### src/rtl/matrix_pkg.sv
// Shared types and helpers for the matrix stream loader: FSM state encoding,
// frame-size helpers and the flat-bus element packing rule.
package matrix_pkg;

    typedef enum logic [1:0] {
        ST_IDLE      = 2'd0,
        ST_LOAD      = 2'd1,
        ST_COMMIT    = 2'd2,
        ST_WAIT_DONE = 2'd3
    } state_t;

    localparam int MATRIX_N_DEF     = 3;
    localparam int MATRIX_M_DEF     = 3;
    localparam int WIDTH_DEF        = 16;
    localparam int DONE_TIMEOUT_DEF = 1024;
    localparam int CNT_W_DEF        = 5;

    // Elements per matrix (NM) and words per frame (2NM).
    function automatic int nm_count(input int n, input int m);
        return n * m;
    endfunction

    function automatic int frame_words(input int n, input int m);
        return 2 * n * m;
    endfunction

    // Element e = r*M + c sits at bits [e*WIDTH +: WIDTH] of a flat matrix bus.
    function automatic int elem_lsb(input int e, input int width);
        return e * width;
    endfunction

endpackage

### src/rtl/done_timeout_timer.sv
// Cycle counter for the wait on compute_done; expired is high during the
// TIMEOUT-th consecutive enabled cycle since the last clear.
module done_timeout_timer #(
    parameter int unsigned TIMEOUT = 1024
) (
    input  logic clk,
    input  logic rst_n,
    input  logic clr,
    input  logic en,
    output logic expired
);

    logic [31:0] count_q;

    assign expired = en && (count_q >= 32'(TIMEOUT - 1));

    always_ff @(posedge clk or negedge rst_n) begin
        if (!rst_n) begin
            count_q <= '0;
        end else if (clr) begin
            count_q <= '0;
        end else if (en && !expired) begin
            count_q <= count_q + 32'd1;
        end
    end

endmodule

### src/rtl/matrix_stream_loader.sv
// Streams two row-major matrices into shadow storage, commits both atomically
// to the flat output buses, then holds read_ready until the multiplier is done.
module matrix_stream_loader
    import matrix_pkg::*;
#(
    parameter int MATRIX_N     = MATRIX_N_DEF,
    parameter int MATRIX_M     = MATRIX_M_DEF,
    parameter int WIDTH        = WIDTH_DEF,
    parameter int DONE_TIMEOUT = DONE_TIMEOUT_DEF,
    parameter int CNT_W        = CNT_W_DEF
) (
    input  logic                               clk,
    input  logic                               reset,
    input  logic                               clear,
    input  logic [WIDTH-1:0]                   in_data,
    input  logic                               in_valid,
    input  logic                               in_first,
    output logic                               in_ready,
    input  logic                               compute_done,
    output logic [MATRIX_N*MATRIX_M*WIDTH-1:0] matrix_a,
    output logic [MATRIX_N*MATRIX_M*WIDTH-1:0] matrix_b,
    output logic                               read_ready,
    output logic [CNT_W-1:0]                   load_idx,
    output logic                               frame_err,
    output logic                               busy
);

    localparam int NM  = nm_count(MATRIX_N, MATRIX_M);
    localparam int NM2 = frame_words(MATRIX_N, MATRIX_M);
    localparam logic [CNT_W-1:0] LAST_IDX = CNT_W'(NM2 - 1);

    state_t                  state_q;
    logic [CNT_W-1:0]        load_idx_q;
    logic                    read_ready_q;
    logic                    frame_err_q;
    logic [NM*WIDTH-1:0]     matrix_a_q;
    logic [NM*WIDTH-1:0]     matrix_b_q;
    logic [WIDTH-1:0]        shadow_q [NM2];

    logic accept;
    logic timer_clr;
    logic timer_en;
    logic timer_expired;

    assign in_ready   = (state_q == ST_LOAD);
    assign busy       = (state_q != ST_IDLE);
    assign accept     = in_valid && in_ready;
    assign read_ready = read_ready_q;
    assign load_idx   = load_idx_q;
    assign frame_err  = frame_err_q;
    assign matrix_a   = matrix_a_q;
    assign matrix_b   = matrix_b_q;

    assign timer_en  = (state_q == ST_WAIT_DONE);
    assign timer_clr = clear || !timer_en;

    done_timeout_timer #(
        .TIMEOUT (DONE_TIMEOUT)
    ) u_timer (
        .clk     (clk),
        .rst_n   (reset),
        .clr     (timer_clr),
        .en      (timer_en),
        .expired (timer_expired)
    );

    always_ff @(posedge clk or negedge reset) begin
        if (!reset) begin
            state_q      <= ST_IDLE;
            load_idx_q   <= '0;
            read_ready_q <= 1'b0;
            frame_err_q  <= 1'b0;
            matrix_a_q   <= '0;
            matrix_b_q   <= '0;
            for (int e = 0; e < NM2; e++) begin
                shadow_q[e] <= '0;
            end
        end else if (clear) begin
            // Restart the frame; shadow and committed data are left untouched.
            state_q      <= ST_LOAD;
            load_idx_q   <= '0;
            read_ready_q <= 1'b0;
            frame_err_q  <= 1'b0;
        end else begin
            case (state_q)
                ST_IDLE: begin
                    state_q <= ST_LOAD;
                end
                ST_LOAD: begin
                    if (accept) begin
                        if (in_first && (load_idx_q != '0)) begin
                            // Resync: restart the frame with this word as A[0][0].
                            shadow_q[0] <= in_data;
                            load_idx_q  <= CNT_W'(1);
                            frame_err_q <= 1'b1;
                        end else begin
                            shadow_q[load_idx_q] <= in_data;
                            if (load_idx_q == LAST_IDX) begin
                                load_idx_q <= '0;
                                state_q    <= ST_COMMIT;
                            end else begin
                                load_idx_q <= load_idx_q + CNT_W'(1);
                            end
                        end
                    end
                end
                ST_COMMIT: begin
                    for (int e = 0; e < NM; e++) begin
                        matrix_a_q[elem_lsb(e, WIDTH) +: WIDTH] <= shadow_q[e];
                        matrix_b_q[elem_lsb(e, WIDTH) +: WIDTH] <= shadow_q[NM + e];
                    end
                    read_ready_q <= 1'b1;
                    state_q      <= ST_WAIT_DONE;
                end
                ST_WAIT_DONE: begin
                    if (compute_done) begin
                        read_ready_q <= 1'b0;
                        state_q      <= ST_LOAD;
                    end else if (timer_expired) begin
                        read_ready_q <= 1'b0;
                        frame_err_q  <= 1'b1;
                        state_q      <= ST_LOAD;
                    end
                end
                default: begin
                    state_q <= ST_IDLE;
                end
            endcase
        end
    end

endmodule

### config.mk
export PLATFORM = sky130hd
export DESIGN_NAME = matrix_stream_loader
export DESIGN_NICKNAME = d
export VERILOG_FILES = /design/src/rtl/matrix_pkg.sv /design/src/rtl/done_timeout_timer.sv /design/src/rtl/matrix_stream_loader.sv
export SDC_FILE = /design/constraint.sdc
export NUM_CORES = 1
export LEC_CHECK = 0
export BUFFER_PORTS_ARGS = -buffer_cell sky130_fd_sc_hd__buf_2
export CORE_AREA = 2 2 249 251
export CTS_CLUSTER_DIAMETER = 40
export DETAILED_ROUTE_END_ITERATION = 8
export DIE_AREA = 0 0 251 253
export PLACE_DENSITY = 0.58
export SYNTH_ARGS = -nofsm -noshare
export SYNTH_HDL_FRONTEND = slang
export SYNTH_HIERARCHICAL = 1
export SYNTH_SLANG_ARGS = --single-unit
### constraint.sdc
create_clock -name clk -period 6.73 [get_ports clk]
set_clock_uncertainty 0.1 [all_clocks]
set_input_delay 0 -clock clk [delete_from_list [all_inputs] [get_ports clk]]
set_output_delay 0 -clock clk [all_outputs]
set_load 0.005 [all_outputs]
; ---- Word level (Yosys, flattened, before mapping)
; Cells that the tools add are included.
[op_classes]
n_mux = 28
order_cmp = 3
n_eq_ne = 11
reduce_logical = 23
bitwise = 3
addsub = 2
[ops]
columns = cell, n
row1 = $bwmux W288, 1
row2 = $demux W16 S5, 1
row3 = $mux W32, 2
row4 = $add A32 B1 Y32 const B, 1
row5 = $ge A32 B10 Y1 const B, 1
row6 = $mux W16, 2
row7 = $mux W5, 5
row8 = $mux W2, 6
row9 = $ne A3 B2 Y1 const B, 4
row10 = $mux W1, 8
row11 = $pmux W2 S4, 1
row12 = $reduce_and A4 Y1, 2
row13 = $reduce_bool A2 Y1, 4
row14 = $ge A6 B6 Y1 const B, 1
row15 = $lt A6 B1 Y1 const B, 1
row16 = $ne A3 B3 Y1 const B, 2
row17 = $not A5 Y6, 1
row18 = $reduce_and A2 Y1, 3
row19 = $reduce_bool A3 Y1, 2
row20 = $add A5 B1 Y5 const B, 1
row21 = $eq A5 B5 Y1 const B, 1
row22 = $logic_and A1 B1 Y1, 5
row23 = $reduce_and A5 Y1, 1
row24 = $reduce_bool A5 Y1, 1
row25 = other kinds (9), 13
[word_totals]
inputBits = 22
output_inout_bits = 297
reg_bits = 617

; ---- Depth between registers and ports, before layout
[depth]
word_depth = 7
depth_mapped = 8
mapped_depth_nobuf = 8

; ---- Cells and area by module
; Netlist, hierarchy kept.
[by_module_without_submodules]
columns = module, cells_each, area_each_um2, instances
row1 = matrix_stream_loader, 1325, 22131.2, 1
row2 = done_timeout_timer, 116, 1401.3, 1

; ---- Worst setup path after synthesis
; No wires, ideal clock.
[synth_timing]
kind = register -> register
startpoint = register load_idx_q[0], in the netlist load_idx[0]
endpoint = register shadow_q[213] (netlist bit)
n_path_buf = 1
arrival_time_ns = 2.397
period_less_slack_ns = 2.622
stages_incl_launch_ff = 8
slack_ns = 4.108
path_cell_list = dfrtp_1 -> inv_1 -> ha_1 -> or4b_4 -> a21oi_4 -> nor4b_4 -> buf_8 -> mux2_4
[synth_via]
elab_chain_cells = 6
word_cells_on_any_way = 11
[synth_lines]
columns = item, line
row1 = from (decl), matrix_stream_loader.sv:33  ; logic [CNT_W-1:0] load_idx_q;
row2 = from (signal assigned), matrix_stream_loader.sv:102  ; load_idx_q <= load_idx_q + CNT_W'(1);
row3 = $not A5 Y6 (implied by the code), matrix_stream_loader.sv:97  ; shadow_q[load_idx_q] <= in_data;
row4 = $ge A6 B6 Y1 (implied by the code) or $lt A6 B1 Y1 (tied branches), matrix_stream_loader.sv:97
row5 = $logic_and A1 B1 Y1 (implied by the code), matrix_stream_loader.sv:97
row6 = $mux W16 (implied by the code), matrix_stream_loader.sv:97
row7 = $demux W16 S5, matrix_stream_loader.sv:97
row8 = $bwmux W288, matrix_stream_loader.sv:97
row9 = "to (signal, indexed assignment)", matrix_stream_loader.sv:97
row10 = to (decl), matrix_stream_loader.sv:38  ; logic [WIDTH-1:0] shadow_q [NM2];
; Parallel ways exist; a longest one is shown, timed or not.
; A chain may end at the register's enable or synchronous reset.

; ---- Worst setup path in the final report
[layout_timing]
startpoint = register state_q[0]
endpoint = register matrix_a_q[99], in the netlist matrix_a[99]
[layout_via]
elab_chain_cells = 2
[layout_lines]
columns = item, line
row1 = from (decl), matrix_stream_loader.sv:32  ; state_t state_q;
row2 = from (signal assigned), matrix_stream_loader.sv:69  ; state_q <= ST_IDLE;
row3 = from (signal assigned), matrix_stream_loader.sv:80  ; state_q <= ST_LOAD;
row4 = from (signal assigned), matrix_stream_loader.sv:87  ; state_q <= ST_LOAD;
row5 = $eq A2 B2 Y1, matrix_stream_loader.sv:85  ; case (state_q)
row6 = $reduce_and A2 Y1 (no line), n/a
row7 = "to (signal, indexed assignment)", matrix_stream_loader.sv:109  ; matrix_a_q[elem_lsb(e, WIDTH) +: WIDTH] <= shadow_q[e];
row8 = to (decl), matrix_stream_loader.sv:36  ; logic [NM*WIDTH-1:0] matrix_a_q;
; No other way between the ends.

==> qor.csv <==
metric;value;unit
status;finished clean;
Final Non-Filler Cells;2688;
Die Height;253;um
Avg WL per Cell;22.2;um
share of cells above drive strength 1;58.6;%
simple-gate share of the synthesized area;3.19;%
worst-path maximum fanout;163;
initial antenna violation count;4;
die area;63500;um2
WP data required;7120;ps
Primary FF master, synth;dfrtp_1;
VDD IR-drop max;0.211;mV
largest family of logic cells by synthesized area;multiplexers;
Die X;251;um
EDFF count, synth;0;
pin count of the biggest net entering global routing;164;
total power;9.54;mW
Cell Area, Synth;23500;um2
period utilization;48.3;%
TritonCTS clock tree;done;
Total Wirelength;59600;um
Routability Congestion;0.771;
Via Count;13400;
GRT Total Usage;18.8;%
post-CTS sizing;0;
antenna-violating nets left;0;
post-synth top area share;65.6;%
worst hold start;in_data[8];
Synth area leaders;dfrtp_1 66%, mux2_2 27%, clkbuf_1 1.1%;
DRC;0;
WS Path Type;reg2reg;
vias in the first global route;14200;
Slew HR;22.2;%
crit path from;state_q[0];
PwrDens;320;nW/um2
worst path arrival time;3640;ps
most common library cell in the layout ignoring fill and taps;dfrtp_1;
Final Hold Fails;0;
first-pass GRT wire length;89900;um
clk slew on worst S/H paths;50;ps
synthesized instance count;1441;
Adder-Cell Fraction of Synth Area;0.532;%
Final Max Tran Viols;0;
PortBufs;318;
Top-Level Pins;319;
drt first pass iters;4;
placed insts;2480;
asr flop ratio synth;100;%
Critical Path Source Type;register;
Hold Path Class;in2reg;
area leader, netlist;dfrtp_1;
RSZ-0062 raised after global routing;no;
mux share of post-synthesis cell area;27.9;%
core area;61000;um2
setup_tns;0;ps
maximum clock path buffer count;3;
post-route setup slack;3480;ps
GRT overflow;0;
H-Tree Level Count;3;
Starting Density;38.6;%
Synthesized Nets;1473;
Synth Warn #;6;
Pleak;15.7;nW
dpl ws;3520;ps
Worst R2R Start;state_q[0];
sequential fraction of the synthesis area;65.6;%
Clock Latency Late Sink;640;ps
area grow syn2layout;26.7;%
Clock Root Buffer;clkbuf_16;
Unique masters post-synth;61;
Total Nets Final;1846;
FF+latch count, synth;617;
Std-Cell Rows;91;
Max Fclk;308;MHz
CTS Buf Count;99;
HPWL after DPL;36800;um
Synth Area in XOR/XNOR;0.0744;%
Max-cap violations;0;
commonest cells after routing, fill and taps aside;617 x dfrtp_1, 566 x mux2_2, 317 x buf_2, 99 x clkbuf_16;
measured slew at the worst slew-check pin;1160;ps
DR iter-0 viols;543;
syn avg cell area;16.3;um2
Final Setup Violations;0;
crit end category;register;
DR vias/cell;4.98;
Clock Sinks;617;
Final Critical Period;3250;ps
Synth Area in Compound Gates;1.00;%
==> path summary, 6_finish.rpt <==
path	slack, ps	end	cells after the start
worst max register to register	3480	matrix_a[99]	5
min in group asynchronous	230	shadow_q[32]	3
worst max-delay path	3480	matrix_a[99]	5
worst min register to register	370	matrix_a[98]	1
worst min-delay path	10	shadow_q[40]	2
max in group asynchronous	5240	matrix_a[53]	4
==> logic make-up after synthesis <==
| family | after synthesis |
|---|---|
| compound gates | 33 |
| xor+xnor | 2 |
| fa+ha+maj | 10 |
| buf+inv | 92 |
| mux | 580 |
| flops | 617 |
| simple gates | 107 |
==> layout make-up <==
| class | instances | area (um2) |
|---|---|---|
| clock inverters | 69 | 970 |
| inverters | 9 | 33.8 |
| multi-input cells | 732 | 7720 |
| fillers | 5239 | 31200 |
| well taps | 790 | 988 |
| clock buffers | 115 | 2660 |
| diodes | 1 | 2.50 |
| flip-flops and latches | 617 | 15400 |
| repair buffers | 355 | 2000 |
==> cell usage after synthesis (3+ instances only) <==
master,number
nor2_1,12
nor2b_1,23
nand3_1,5
buf_2,8
dfrtp_1,617
o21ai_0,7
ha_1,10
mux2_2,566
nor3_2,4
mux2_4,10
buf_6,3
clkbuf_1,66
nand2b_1,6
inv_1,9
a21oi_1,8
a31o_1,5
nor3_1,3
nor4_2,4
buf_1,3
nand2_1,15
nand4_1,9
==> power breakdown <==
| part | switching (mW) | total (mW) | leakage (nW) | internal, mW |
|---|---|---|---|---|
| combinational | 0.179 | 0.291 | 5.48 | 0.112 |
| clock | 1.92 | 5.38 | 1.72 | 3.46 |
| sequential | 0.0516 | 3.87 | 8.53 | 3.82 |
| total | 2.15 | 9.54 | 15.7 | 7.39 |
==> state kept, by name, indices dropped and copies added (netlist names) <==
signal	cells
shadow_q	288
matrix_a	144
matrix_b	144
u_timer/count_q	32
load_idx	5
state_q	2
frame_err	1
read_ready	1
==> worst max-delay path, stage by stage (launching register included) <==
cell and delay (ps):
dfrtp_1 430, inv_1 130, ha_1 160, nor2b_4 910, buf_12 640, mux2_2 420
==> repair_timing <==
item                                    CTS  global route
setup buffers                             0             0
hold endpoints to repair                326             0
hold buffers                             23             0
endpoints found under the setup margin    0             0
==> per-stage QoR <==
step | hold slack (ps) | instance area, um2 | utilization (%)
after detailed placement | 54.7 | 25900 | 42.5
after CTS | 4.26 | 29800 | 48.8
after global routing | 4.61 | 29800 | 48.8
final | 11.3 | 29800 | 48.8
after global placement | 51.4 | 25900 | 42.5
after floorplan | -396 | 23500 | -
==> routing by layer <==
metal	share of wire, %	up-vias	GRT usage, %
met5	0	-	0
met4	2.1	0	6.34
met3	7.2	77	5.99
met2	48	330	30.2
met1	43	7085	24.1
li1	-	5900	-
Power figures use the tool's default switching activity.
